[config.mk]
export PLATFORM = sky130hd
export DESIGN_NAME = flowstate_rmw_ctrl_flat
export DESIGN_NICKNAME = d
export VERILOG_FILES = /design/src/rtl/flowstate_rmw_if.sv /design/src/rtl/flowstate_rmw_ctrl.sv /design/src/flat_wrapper.sv
export SDC_FILE = /design/constraint.sdc
export NUM_CORES = 1
export LEC_CHECK = 0
export ABC_AREA = 1
export CAP_MARGIN = 25
export CORE_ASPECT_RATIO = 1.2
export CORE_MARGIN = 4
export CORE_UTILIZATION = 50
export CTS_CLUSTER_DIAMETER = 80
export DETAILED_ROUTE_END_ITERATION = 8
export PLACE_DENSITY = 0.82
export SETUP_SLACK_MARGIN = 0.15
export SKIP_LAST_GASP = 1
export SYNTH_ARGS = -nofsm -noshare
export SYNTH_HDL_FRONTEND = slang
export SYNTH_SLANG_ARGS = --single-unit
[constraint.sdc]
create_clock -name clk -period 3.1 [get_ports clk]
set_input_delay 0.31 -clock clk [delete_from_list [all_inputs] [get_ports clk]]
set_output_delay 0.31 -clock clk [all_outputs]
set_load 0.02 [all_outputs]
[src/rtl/flowstate_rmw_if.sv]
// flowstate_rmw_if: request, RAM, broadcast, response and statistics signals of the flowstate RMW controller.
interface flowstate_rmw_if #(
    parameter int VALUE_WIDTH = 32,
    parameter int ADDR_WIDTH  = 10,
    parameter int CNT_WIDTH   = 32
);
    logic [ADDR_WIDTH-1:0]  s_upd_addr;
    logic [1:0]             s_upd_op;
    logic [VALUE_WIDTH-1:0] s_upd_arg;
    logic                   s_upd_valid;
    logic                   s_upd_ready;
    logic                   ram_rden;
    logic [ADDR_WIDTH-1:0]  ram_raddr;
    logic [VALUE_WIDTH-1:0] ram_rdata;
    logic                   ram_wren;
    logic [ADDR_WIDTH-1:0]  ram_waddr;
    logic [VALUE_WIDTH-1:0] ram_wdata;
    logic                   bcd_valid_out;
    logic [ADDR_WIDTH-1:0]  bcd_addr_out;
    logic [VALUE_WIDTH-1:0] bcd_flowstate_out;
    logic [VALUE_WIDTH-1:0] m_upd_old;
    logic [VALUE_WIDTH-1:0] m_upd_new;
    logic                   m_upd_written;
    logic                   m_upd_valid;
    logic                   m_upd_ready;
    logic [CNT_WIDTH-1:0]   upd_count;
    logic [CNT_WIDTH-1:0]   skip_count;

    modport slave (
        input  s_upd_addr, s_upd_op, s_upd_arg, s_upd_valid, ram_rdata, m_upd_ready,
        output s_upd_ready, ram_rden, ram_raddr, ram_wren, ram_waddr, ram_wdata,
               bcd_valid_out, bcd_addr_out, bcd_flowstate_out,
               m_upd_old, m_upd_new, m_upd_written, m_upd_valid, upd_count, skip_count
    );

    modport master (
        output s_upd_addr, s_upd_op, s_upd_arg, s_upd_valid, ram_rdata, m_upd_ready,
        input  s_upd_ready, ram_rden, ram_raddr, ram_wren, ram_waddr, ram_wdata,
               bcd_valid_out, bcd_addr_out, bcd_flowstate_out,
               m_upd_old, m_upd_new, m_upd_written, m_upd_valid, upd_count, skip_count
    );
endinterface

[src/rtl/flowstate_rmw_ctrl.sv]
// flowstate_rmw_ctrl: serialised read-modify-write sequencer for the flowstate RAM, broadcasting every write.
module flowstate_rmw_ctrl #(
    parameter int VALUE_WIDTH    = 32,
    parameter int ADDR_WIDTH     = 10,
    parameter int CNT_WIDTH      = 32,
    parameter bit SKIP_UNCHANGED = 1'b1
) (
    input logic            clk,
    input logic            rst,
    flowstate_rmw_if.slave bus
);
    typedef enum logic [2:0] {IDLE, RD, CALC, WR, RESP} state_t;
    state_t                 state, state_n;
    logic [ADDR_WIDTH-1:0]  addr_q;
    logic [1:0]             op_q;
    logic [VALUE_WIDTH-1:0] arg_q, old_q, new_q, calc;
    logic                   written_q;
    logic [CNT_WIDTH-1:0]   upd_q, skip_q;
    logic                   accept;

    assign accept = state == IDLE && bus.s_upd_valid;

    always_comb
        calc = op_q == 2'd0 ? arg_q :
               op_q == 2'd1 ? bus.ram_rdata + arg_q :
               op_q == 2'd2 ? (bus.ram_rdata > arg_q ? bus.ram_rdata : arg_q) :
                              bus.ram_rdata & ~arg_q;

    always_ff @(posedge clk)
        state <= rst ? IDLE : state_n;

    always_comb begin
        state_n         = state;
        bus.s_upd_ready = 1'b0;
        bus.ram_rden    = 1'b0;
        bus.ram_raddr   = '0;
        bus.ram_wren    = 1'b0;
        bus.m_upd_valid = 1'b0;
        case (state)
            IDLE: begin
                bus.s_upd_ready = 1'b1;
                bus.ram_rden    = bus.s_upd_valid;
                bus.ram_raddr   = bus.s_upd_valid ? bus.s_upd_addr : '0;
                state_n         = bus.s_upd_valid ? RD : IDLE;
            end
            RD:   state_n = CALC;
            CALC: state_n = WR;
            WR: begin
                bus.ram_wren    = written_q;
                bus.m_upd_valid = 1'b1;
                state_n         = bus.m_upd_ready ? IDLE : RESP;
            end
            RESP: begin
                bus.m_upd_valid = 1'b1;
                state_n         = bus.m_upd_ready ? IDLE : RESP;
            end
            default: state_n = IDLE;
        endcase
    end

    // old/new stay frozen from RD until the next accept, so they double as the response payload
    always_ff @(posedge clk) begin
        if (rst) begin
            addr_q    <= '0;
            op_q      <= '0;
            arg_q     <= '0;
            old_q     <= '0;
            new_q     <= '0;
            written_q <= 1'b0;
            upd_q     <= '0;
            skip_q    <= '0;
        end else begin
            if (accept) begin
                addr_q <= bus.s_upd_addr;
                op_q   <= bus.s_upd_op;
                arg_q  <= bus.s_upd_arg;
            end
            if (state == RD) begin
                old_q <= bus.ram_rdata;
                new_q <= calc;
            end
            if (state == CALC)
                written_q <= !(SKIP_UNCHANGED && new_q == old_q);
            if (state == WR && written_q)
                upd_q <= upd_q + CNT_WIDTH'(~&upd_q);
            if (state == WR && !written_q)
                skip_q <= skip_q + CNT_WIDTH'(~&skip_q);
        end
    end

    assign bus.ram_waddr         = addr_q;
    assign bus.ram_wdata         = new_q;
    assign bus.bcd_valid_out     = bus.ram_wren;
    assign bus.bcd_addr_out      = addr_q;
    assign bus.bcd_flowstate_out = new_q;
    assign bus.m_upd_old         = old_q;
    assign bus.m_upd_new         = new_q;
    assign bus.m_upd_written     = written_q;
    assign bus.upd_count         = upd_q;
    assign bus.skip_count        = skip_q;
endmodule

[src/flat_wrapper.sv]
// flat-port wrapper written by rule: the top's interface ports become plain ports
module flowstate_rmw_ctrl_flat 
#(
    parameter int VALUE_WIDTH    = 32,
    parameter int ADDR_WIDTH     = 10,
    parameter int CNT_WIDTH      = 32,
    parameter bit SKIP_UNCHANGED = 1'b1
)
  (clk, rst, bus_s_upd_addr, bus_s_upd_op, bus_s_upd_arg, bus_s_upd_valid, bus_ram_rdata, bus_m_upd_ready, bus_s_upd_ready, bus_ram_rden, bus_ram_raddr, bus_ram_wren, bus_ram_waddr, bus_ram_wdata, bus_bcd_valid_out, bus_bcd_addr_out, bus_bcd_flowstate_out, bus_m_upd_old, bus_m_upd_new, bus_m_upd_written, bus_m_upd_valid, bus_upd_count, bus_skip_count);
  flowstate_rmw_if #(.VALUE_WIDTH(VALUE_WIDTH), .ADDR_WIDTH(ADDR_WIDTH), .CNT_WIDTH(CNT_WIDTH)) bus_i ();
  input logic clk;
  input logic rst;
  input wire logic [$bits(bus_i.s_upd_addr)-1:0] bus_s_upd_addr;
  input wire logic [$bits(bus_i.s_upd_op)-1:0] bus_s_upd_op;
  input wire logic [$bits(bus_i.s_upd_arg)-1:0] bus_s_upd_arg;
  input wire logic [$bits(bus_i.s_upd_valid)-1:0] bus_s_upd_valid;
  input wire logic [$bits(bus_i.ram_rdata)-1:0] bus_ram_rdata;
  input wire logic [$bits(bus_i.m_upd_ready)-1:0] bus_m_upd_ready;
  output wire logic [$bits(bus_i.s_upd_ready)-1:0] bus_s_upd_ready;
  output wire logic [$bits(bus_i.ram_rden)-1:0] bus_ram_rden;
  output wire logic [$bits(bus_i.ram_raddr)-1:0] bus_ram_raddr;
  output wire logic [$bits(bus_i.ram_wren)-1:0] bus_ram_wren;
  output wire logic [$bits(bus_i.ram_waddr)-1:0] bus_ram_waddr;
  output wire logic [$bits(bus_i.ram_wdata)-1:0] bus_ram_wdata;
  output wire logic [$bits(bus_i.bcd_valid_out)-1:0] bus_bcd_valid_out;
  output wire logic [$bits(bus_i.bcd_addr_out)-1:0] bus_bcd_addr_out;
  output wire logic [$bits(bus_i.bcd_flowstate_out)-1:0] bus_bcd_flowstate_out;
  output wire logic [$bits(bus_i.m_upd_old)-1:0] bus_m_upd_old;
  output wire logic [$bits(bus_i.m_upd_new)-1:0] bus_m_upd_new;
  output wire logic [$bits(bus_i.m_upd_written)-1:0] bus_m_upd_written;
  output wire logic [$bits(bus_i.m_upd_valid)-1:0] bus_m_upd_valid;
  output wire logic [$bits(bus_i.upd_count)-1:0] bus_upd_count;
  output wire logic [$bits(bus_i.skip_count)-1:0] bus_skip_count;
  assign bus_i.s_upd_addr = bus_s_upd_addr;
  assign bus_i.s_upd_op = bus_s_upd_op;
  assign bus_i.s_upd_arg = bus_s_upd_arg;
  assign bus_i.s_upd_valid = bus_s_upd_valid;
  assign bus_i.ram_rdata = bus_ram_rdata;
  assign bus_i.m_upd_ready = bus_m_upd_ready;
  assign bus_s_upd_ready = bus_i.s_upd_ready;
  assign bus_ram_rden = bus_i.ram_rden;
  assign bus_ram_raddr = bus_i.ram_raddr;
  assign bus_ram_wren = bus_i.ram_wren;
  assign bus_ram_waddr = bus_i.ram_waddr;
  assign bus_ram_wdata = bus_i.ram_wdata;
  assign bus_bcd_valid_out = bus_i.bcd_valid_out;
  assign bus_bcd_addr_out = bus_i.bcd_addr_out;
  assign bus_bcd_flowstate_out = bus_i.bcd_flowstate_out;
  assign bus_m_upd_old = bus_i.m_upd_old;
  assign bus_m_upd_new = bus_i.m_upd_new;
  assign bus_m_upd_written = bus_i.m_upd_written;
  assign bus_m_upd_valid = bus_i.m_upd_valid;
  assign bus_upd_count = bus_i.upd_count;
  assign bus_skip_count = bus_i.skip_count;
  flowstate_rmw_ctrl #(.VALUE_WIDTH(VALUE_WIDTH), .ADDR_WIDTH(ADDR_WIDTH), .CNT_WIDTH(CNT_WIDTH), .SKIP_UNCHANGED(SKIP_UNCHANGED)) u_core (.clk(clk), .rst(rst), .bus(bus_i));
endmodule
==> results.yml <==
finish:
  final_common_cell: "clkdlybuf4s50_1"
  n_antenna_cell: 0
  nets: 2176
  final_cell_mix: "306 x clkdlybuf4s50_1, 281 x nand2_1, 231 x a21oi_1"
  fillers: 2060
  drive_above_1_share_pct: 8.58
  multi_input_area_sq_um: 6730
  syn2layout_area_growth_pct: 32.7
  layout.area.seq_sq_um: 3520
detailed_routing:
  via_count: 13129
  detail-route-antenna-nets: 0
  drc_errors: 0
  wl_met3_mm: 3.16
  wl_met2_mm: 21.4
  totalWireLength_mm: 43.8
  dr.pass1.iters: 5
  drtIter0Drc: 1093
  wl_per_cell_um: 18.6
  drt-met1-wl_mm: 17.1
  highest_layer: "met4"
  vias_per_cell: 5.57
clock_tree:
  cts_buffers: 17
  cts.sinks: 176
  htree_levels: 4
  cts_max_path_buffers: 2
  cts_root_buf: "clkbuf_16"
  hold_buffers: 0
  path_clk_slew_ns: 0.07
  insertion_delay_ns: 0.45
  cts_tree: "done"
timing:
  max_freq_ghz: 0.362
  drv_slew: 0
  tns_ns: 0
  relSlewSlack_pct: 44.3
  tightest_slew_ns: 0.835
  rsz0062_at_grt: "yes"
  finClkSkew_ns: 0.0165
  post-route-period-util_pct: 89.2
  finalHoldViolations: 0
  fin_crit_ns: 2.77
  finalSetupViolCount: 0
  hold_ws_ns: 0.316
pwr:
  ir_drop_v: 0.000370
  leakage_nw: 6.36
  cellPowerDensity_nw_per_um2: 481
global_route:
  antenna_found_initial: 0
  grt_util_all_layers_pct: 32.6
  overflow: 0
  grt_max_degree: 80
  grt_pass1_vias: 12939
  grt_pass1_wl_mm: 68.3
floorplanning:
  dieArea_sq_um: 26200
  die_w_um: 149
  die_h_um: 177
  num_io_pins: 308
  rows: 61
  core-area_sq_um: 23300
  start_util_pct: 50.9
worst_setup_path:
  slowest_stage: "clkdlybuf4s50_1"
  path_class: "flop to output port"
  cp_slowest_stage_delay_ns: 0.60
  path_common_cell: "inv_1"
  cp-end-kind: "output port"
  crit_family: "buffers and inverters"
  cp.arrival_ns: 2.46
  required_ns: 2.79
  cp_cell_sequence: "inv_1, nand2_1, nor2_1, nand2_2, inv_1, nand2_1, inv_1, clkdlybuf4s50_1"
  worst-path-buf-inv: 4
  cp-start-kind: "flop"
  cp_max_fo: 11
synth:
  syn_inst: 1769
  yosys_warnings: 0
  synthesis.area_sq_um: 11900
  synth_seq_area_share_pct: 29.7
  synth_enable_flop_cells: 0
  synthArstFlopShare_pct: 0
  synth_fp_nets: 1918
  ys_types: 54
  synthFlopType: "dfxtp_1"
  synth_seq_cells: 176
  syn_avg_cell_area_sq_um: 6.70
placement:
  port_buffers: 307
  gp_congestion: 1.05
  hpwlAfterDp_mm: 33.6
flow_run:
  maxCapViolCount: 0
hold_path:
  hold_path_class: "input port to flop"
outcome:
  status: "finished, final reports clean"
## worst reg2reg max path: stages, from the launching register on
cell     delay (ns)
dfxtp_1        0.44
inv_1          0.13
ha_1           0.42
nand3_1        0.11
nor2_1         0.13
nand4_1        0.09
nor2_1         0.20
nand4_2        0.17
nand2_4        0.22
buf_4          0.28
a21oi_1        0.10
o21ai_0        0.11
nand2_1        0.07
a21oi_1        0.12
nor2_1         0.05
## logic make-up (layout without fill, tap and decap cells)
kind of cell    after synthesis  after routing  synth area share (%)
fa+ha+maj                    69             69                  7.35
buf+inv                     364            635                  14.1
compound gates              479            479                  21.4
xor+xnor                     30             30                  2.22
flops                       176            176                  29.7
simple gates                651            651                  25.2
## state kept, by name (all words and copies together), names as in the netlist
| name | count |
|---|---|
| u_core.arg_q | 32 |
| u_core.bus.bcd_addr_out | 10 |
| u_core.bus.bcd_flowstate_out | 32 |
| u_core.bus.m_upd_old | 32 |
| u_core.bus.m_upd_written | 1 |
| u_core.bus.skip_count | 32 |
| u_core.bus.upd_count | 32 |
| u_core.op_q | 2 |
| u_core.state | 3 |
## report_power, final
part / switching [mW] / leakage (nW) / internal [mW]
clock network: 1.12 / 0.301 / 1.17
logic: 1.61 / 4.62 / 1.04
registers: 0.195 / 1.44 / 2.42
## final cells by class
cell class                 instances  share of cell area [%]
multi-input combinational       1229                    42.8
clock inverter                    15                    1.22
clock buffer                      17                    2.71
tap                              315                    2.51
sequential                       176                    22.4
inverter                         229                    5.47
timing repair buffer             374                    22.9
## worst paths after layout
check	to	slack [ns]	startpoint	cells past startpoint
worst max register to register	u_core.bus.bcd_flowstate_out[8]	0.35	u_core.arg_q[20]	14
worst min-delay path	u_core.bus.upd_count[10]	0.32	rst	4
worst min register to register	u_core.bus.skip_count[13]	0.47	u_core.bus.skip_count[13]	2
worst max-delay path	bus_ram_raddr[2]	0.33	u_core.state[0]	8
## synth_stat cells (2+ instances only)
master / count / share of area (%)
nor3b_1: 2 / 0.13
o21bai_1: 3 / 0.19
o21ai_1: 25 / 1.1
nand2_2: 6 / 0.32
nor3_2: 4 / 0.34
nor4_2: 4 / 0.42
nor2_2: 3 / 0.16
inv_2: 13 / 0.41
nand4_1: 24 / 1.3
nand2_1: 284 / 9.0
o211ai_1: 14 / 0.89
clkinv_1: 2 / 0.063
nand3b_1: 5 / 0.32
dfxtp_1: 176 / 30
a21oi_1: 231 / 9.8
inv_1: 214 / 6.8
nand3_2: 2 / 0.17
buf_2: 2 / 0.084
a31oi_1: 6 / 0.32
a21o_1: 3 / 0.19
ha_1: 68 / 7.2
clkbuf_1: 52 / 1.6
xnor2_1: 21 / 1.6
or2_2: 10 / 0.53
a221oi_1: 2 / 0.15
xor2_1: 9 / 0.67
nand3_1: 73 / 3.1
buf_4: 77 / 4.9
nor4_1: 14 / 0.74
buf_1: 2 / 0.063
nor2_4: 9 / 0.86
o21ai_0: 168 / 7.1
nor3_1: 41 / 1.7
nor2_1: 159 / 5.0
o21a_1: 14 / 0.89
nand2_4: 2 / 0.19
a211oi_1: 8 / 0.51
## repair_timing
item	in CTS	in global routing
hold endpoints to repair	0	0
buffers inserted	0	2
resized for setup	0	14
endpoints found under the setup margin	0	17
## routing by layer
layer / up-vias / global-route usage (%)
met5: - / 0
met4: 0 / 14.8
met3: 118 / 4.89
li1: 6315 / -
met2: 639 / 57.7
met1: 6057 / 38.9
## through the flow
| step | cells | cell area (sq um) | util [%] | setup slack (ns) | power (mW) |
|---|---|---|---|---|---|
| 3_3_place_gp | 2321 | 15000 | 64.5 | 0.117 | 5.24 |
| 6_report | 2355 | 15700 | 67.5 | 0.335 | 7.56 |
| 5_1_grt | 2355 | 15700 | 67.5 | 0.0619 | 7.89 |
| 4_1_cts | 2353 | 15600 | 67.2 | 0.227 | 7.54 |
| 3_5_place_dp | 2321 | 15000 | 64.5 | 0.0406 | 5.28 |
| 2_1_floorplan | 1769 | 11900 | - | 0.386 | 4.22 |
Note: power is estimated with default switching activity, not from simulation.
==> patch 1, RTL diff (same settings) <==
`CNT_WIDTH` is set to 32 in 3 places; all go to 24.
--- a/src/rtl/flowstate_rmw_if.sv
+++ b/src/rtl/flowstate_rmw_if.sv
@@ -2,7 +2,7 @@
 interface flowstate_rmw_if #(
     parameter int VALUE_WIDTH = 32,
     parameter int ADDR_WIDTH  = 10,
-    parameter int CNT_WIDTH   = 32
+    parameter int CNT_WIDTH   = 24
 );
     logic [ADDR_WIDTH-1:0]  s_upd_addr;
     logic [1:0]             s_upd_op;
--- a/src/rtl/flowstate_rmw_ctrl.sv
+++ b/src/rtl/flowstate_rmw_ctrl.sv
@@ -2,7 +2,7 @@
 module flowstate_rmw_ctrl #(
     parameter int VALUE_WIDTH    = 32,
     parameter int ADDR_WIDTH     = 10,
-    parameter int CNT_WIDTH      = 32,
+    parameter int CNT_WIDTH      = 24,
     parameter bit SKIP_UNCHANGED = 1'b1
 ) (
     input logic            clk,
--- a/src/flat_wrapper.sv
+++ b/src/flat_wrapper.sv
@@ -3,7 +3,7 @@
 #(
     parameter int VALUE_WIDTH    = 32,
     parameter int ADDR_WIDTH     = 10,
-    parameter int CNT_WIDTH      = 32,
+    parameter int CNT_WIDTH      = 24,
     parameter bit SKIP_UNCHANGED = 1'b1
 )
   (clk, rst, bus_s_upd_addr, bus_s_upd_op, bus_s_upd_arg, bus_s_upd_valid, bus_ram_rdata, bus_m_upd_ready, bus_s_upd_ready, bus_ram_rden, bus_ram_raddr, bus_ram_wren, bus_ram_waddr, bus_ram_wdata, bus_bcd_valid_out, bus_bcd_addr_out, bus_bcd_flowstate_out, bus_m_upd_old, bus_m_upd_new, bus_m_upd_written, bus_m_upd_valid, bus_upd_count, bus_skip_count);
Ports: changed (resized bus_skip_count and bus_upd_count); port bits go from 308 to 292. The function was not compared with the original's and may differ.
==> patch 1 against the unedited design <==
  * Sequential power fell by 8.0%
  * Combinational power barely moved
  * Final area fell by 7.2%
  * Wire length fell by 5.6%
  * Utilization rose by 1.3 points
  * Synthesized cell count fell by 7.7%
  * Sequential cell count fell by 16
  * Synthesized area fell by 7.9%
  * Power fell by 1.8%
  * Setup slack got worse by 0.0059 ns
  * Sequential share of layout area fell by 0.40 points
  * Register-to-register slack got worse by 0.02 ns
  * Largest cell class unchanged
==> patch 1: results (changes against the unedited design) <==
Placement
  • RePlAce Congestion: 1.038 (was 1.046)
  • DP Wirelength: 31310 um (was 33600 um)
  • Placed cell area: 13920 um^2 (was 15030 um^2)
  • Dpl cells: 2124 (was 2321)
  • IO buf count: 291 (was 307)

Yosys
  • Synth area leaders: dfxtp_1, a21oi_1, nand2_1 (unchanged)
  • Commonest cells post-synth: nand2_1, a21oi_1, inv_1 (unchanged)
  • Post-synthesis xor/xnor area fraction: 2.888% (was 2.217%)
  • Post-Synth Adder-Cell Area: 7.976% (was 7.349%)
  • Synth Area in Compound Gates: 21.26% (was 21.43%)
  • Syn Nets: 1781 (was 1918)
  • Yosys cell types: 48 (was 54)
  • Sequential share of the synthesized area: 29.34% (was 29.73%)
  • Synth Instances: 1632 (was 1769)

Finish
  • Fraction of layout cells with a size suffix above 1: 8.276% (was 8.578%)
  • Fillers: 1918 (was 2060)
  • Final net count: 2022 (was 2176)

Routing
  • Vias per cell: 5.623 (was 5.575)
  • Drt first pass iters: 6 (was 5)
  • Initial detailed-routing violation count: 812 (was 1093)
  • Drt total wl: 41370 um (was 43810 um)
  • Drt wl/cell: 19.20 um (was 18.60 um)

Critical path
  • CP max FO: 4 (was 11)
  • Setup slack, reg-to-reg: 0.33 ns (was 0.35 ns)
  • Delay-heaviest family, CP: simple AND/OR/NAND/NOR gates (was buffers and inverters)
  • FF-to-FF End: u_core.bus.skip_count[16] (was u_core.bus.bcd_flowstate_out[8])
  • Worst EP arrival: 3.14 ns (was 2.46 ns)
  • Worst stage delay on the critical path: 0.41 ns (was 0.60 ns)
  • Reg2reg path depth: 19 (was 14)
  • Critical-path top delay cell: or4_1 (was clkdlybuf4s50_1)
  • Reg2Reg Launch Point: u_core.bus.skip_count[16] (was u_core.arg_q[20])

Timing
  • Hold Slack: 0.4047 ns (was 0.3163 ns)
  • Worst slew margin: 44.57% (was 44.33%)
  • Clock skew: 0.01161 ns (was 0.01649 ns)

Global routing
  • First-pass GRT wire length: 63310 um (was 68340 um)
  • Vias in the first global route: 12002 (was 12939)
  • GRT Util Overall: 33.14% (was 32.64%)
  • Initial antenna violation count: 0 (unchanged)
  • Largest net degree at the start of global routing: 80 (unchanged)

CTS
  • Clk_lat worst skew: around 0.44 ns

Power and ir drop
  • Worst vdd ir: 0.4186 mV (was 0.3697 mV)
  • Leakage: 6.053 nW (was 6.355 nW)

Min path
  • Hold endpoint: u_core.bus.upd_count[11] (was u_core.bus.upd_count[10])

Outcome
  • Status: completed (unchanged)
## patch 1: cell types whose count changed in the layout (fill, tap and decap cells not counted), sizes merged, moves of 7 or more
cell           unedited run  this run
a211oi                    9         1
o21ai                   193       172
dfxtp                   176       160
nand2                   292       276
nor2                    171       162
nor3                     46        35
clkinv                    9         2
nor4                     18         4
xor2                      9        16
inv                     234       195
nand3                    76        87
clkdlybuf4s50           306       290
## patch 1: kinds of logic (layout without fill, tap and decap cells)
| logic type | count (synthesis) | in the layout |
|---|---|---|
| and+or+nand+nor | 602 | 602 |
| AOI/OAI and AO/OA | 442 | 442 |
| buffers and inverters | 323 | 576 |
| DFF | 160 | 160 |
| adders and majority gates | 69 | 69 |
| xor gates and xnor gates | 36 | 36 |
## patch 1: where the power goes
group          leakage (nW)  internal (mW)  total, mW  switching [mW]
clock                 0.309           1.38       2.35           0.976
combinational          4.43           1.06       2.66            1.59
sequential             1.31           2.21       2.41           0.195
total                  6.05           4.66       7.42            2.76
## patch 1: final cells by class
type | count | area [um^2] | share of cell area, %
inverter | 189 | 711.9 | 4.882
clock inverter | 14 | 215.2 | 1.476
sequential | 160 | 3211 | 22.02
multi-input combinational | 1149 | 6198 | 42.51
tap | 270 | 337.8 | 2.317
clock buffer | 17 | 425.4 | 2.917
timing repair buffer | 356 | 3483 | 23.89
## patch 1: tightest hold or removal path, cell delays in order
cell,delay [ns]
buf_2,0.09
inv_2,0.20
nand2_1,0.15
a21oi_1,0.04
## patch 1: worst max path at each step
stage / startpoint / to / slack (ns) / depth (start not counted)
floorplan: u_core.bus.skip_count[18] / u_core.bus.skip_count[16] / 0.46 / 19
global placement: bus_ram_rdata[4] / u_core.bus.bcd_flowstate_out[18] / 0.15 / 15
detailed placement: bus_ram_rdata[4] / u_core.bus.bcd_flowstate_out[18] / 0.16 / 15
CTS: u_core.bus.skip_count[8] / u_core.bus.skip_count[16] / 0.24 / 17
global route: u_core.bus.skip_count[16] / u_core.bus.skip_count[16] / 0.12 / 19
finish: u_core.bus.skip_count[16] / u_core.bus.skip_count[16] / 0.33 / 19
## patch 1: metrics by stage
step	worst slack, ns	utilization [%]
2_1_floorplan	0.4633	-
3_3_place_gp	0.1498	65.71
3_5_place_dp	0.1613	65.71
4_1_cts	0.2424	68.74
5_1_grt	0.1239	68.82
6_report	0.3287	68.82
## patch 1: layer usage
metal,vias up,global-route usage [%],routed length [um]
met5,-,0,0
met4,0,21.83,2990
met3,138,5.115,2990
met2,601,58.14,19870
met1,5582,36.82,15520
li1,5797,-,-
## patch 1: repair_timing
item,CTS,global route
setup endpoints to repair,0,5
resized for setup,0,8
hold buffers,0,0
==> patch 2, RTL diff (same flow settings) <==
Without the edit above. Encoding of `state_t`: now one-hot (5 bits for 5 states).
--- a/src/rtl/flowstate_rmw_ctrl.sv
+++ b/src/rtl/flowstate_rmw_ctrl.sv
@@ -9,7 +9,7 @@
     input logic            rst,
     flowstate_rmw_if.slave bus
 );
-    typedef enum logic [2:0] {IDLE, RD, CALC, WR, RESP} state_t;
+    typedef enum logic [4:0] {IDLE = 5'b00001, RD = 5'b00010, CALC = 5'b00100, WR = 5'b01000, RESP = 5'b10000} state_t;
     state_t                 state, state_n;
     logic [ADDR_WIDTH-1:0]  addr_q;
     logic [1:0]             op_q;
Formal check against the unedited RTL: same outputs for any inputs over 4 cycles, from zero or initial values and one cycle with rst high; so few cycles prove little.
==> patch 2 against the unedited design <==
  * Sequential power down 6%
  * Final area down 0.62%
  * Power down 13%
  * Synthesized area up 1.3%
  * Sequential cell count up 2
  * Setup slack better by 0.031 ns
  * Sequential share of layout area up 0.39 points
  * Register-to-register slack better by 0.02 ns
  * Wire length down 5.6%
  * Worst hold slack worse by 0.087 ns
  * Critical endpoint is now u_core.bus.upd_count[30]
  * Highest routed layer is now met5
==> patch 2: results (changes against the unedited design) <==
Outcome
  • Status: completed (unchanged)

Critical path
  • Reg2reg path depth: 17 (was 14)
  • Worst stage delay on the critical path: 0.40 ns (was 0.60 ns)
  • Reg2Reg Launch Point: u_core.bus.upd_count[16] (was u_core.arg_q[20])
  • Delay-heaviest family, CP: simple AND/OR/NAND/NOR gates (was buffers and inverters)
  • Setup slack, reg-to-reg: 0.37 ns (was 0.35 ns)
  • Worst EP arrival: 3.06 ns (was 2.46 ns)

Min path
  • Hold Crit Depth: 2 (was 4)
  • Hold endpoint: u_core.state[1] (was u_core.bus.upd_count[10])

Yosys
  • Synth area leaders: dfxtp_1, a21oi_1, nand2_1 (unchanged)
  • Commonest cells post-synth: nand2_1, a21oi_1, inv_1 (unchanged)
  • Post-synthesis xor/xnor area fraction: 3.137% (was 2.217%)
  • Syn Nets: 1940 (was 1918)
  • Syn Area/Cell: 6.702 um^2 (was 6.699 um^2)
  • Yosys cell types: 49 (was 54)

Routing
  • Drt first pass iters: 7 (was 5)
  • Initial detailed-routing violation count: 822 (was 1093)

Timing
  • Clock skew: 0.01360 ns (was 0.01649 ns)
  • Part of the cycle the worst path needs: 88.19% (was 89.21%)
  • Worst slew margin: 40.38% (was 44.33%)

Global routing
  • First-pass GRT wire length: 64010 um (was 68340 um)

Placement
  • Dpl ws: 0.2222 ns (was 0.04055 ns)
  • DP Wirelength: 31950 um (was 33600 um)
  • RePlAce Congestion: 0.9781 (was 1.046)
  • Dpl cells: 2319 (was 2321)

Finish
  • Fillers: 2128 (was 2060)
  • Fraction of layout cells with a size suffix above 1: 6.382% (was 8.578%)

Power and ir drop
  • Leakage: 6.229 nW (was 6.355 nW)
  • Worst vdd ir: 0.4003 mV (was 0.3697 mV)
[patch 2: area by class of cell]
cell class / instances / area (um^2) / share of cell area, %
well taps: 315 / 394.1 / 2.523
clock inverters: 15 / 182.7 / 1.169
inverters: 228 / 855.8 / 5.478
flip-flops and latches: 178 / 3563 / 22.81
repair buffers: 349 / 3408 / 21.82
clock buffers: 17 / 425.4 / 2.723
diodes: 2 / 5.005 / 0.03204
multi-input cells: 1250 / 6788 / 43.45
[patch 2: repair_timing]
item | in CTS | in global routing
endpoints found under the setup margin | 0 | 9
hold endpoints to repair | 0 | 0
gates resized for setup | 0 | 7
setup buffers | 0 | 1
[patch 2: power breakdown]
group	total, mW	leakage, nW	internal (mW)	switching [mW]
clock network	2.25	0.295	1.10	1.15
registers	2.47	1.45	2.38	0.0960
logic	1.85	4.49	0.684	1.17
[patch 2: layer usage]
metal	track usage, %	share of wire [%]	vias up
met2	54.13	51	479
met1	34.53	38	6054
li1	-	-	6330
met4	12.97	3.7	2
met3	5.185	7.0	106
met5	0	0.039	-
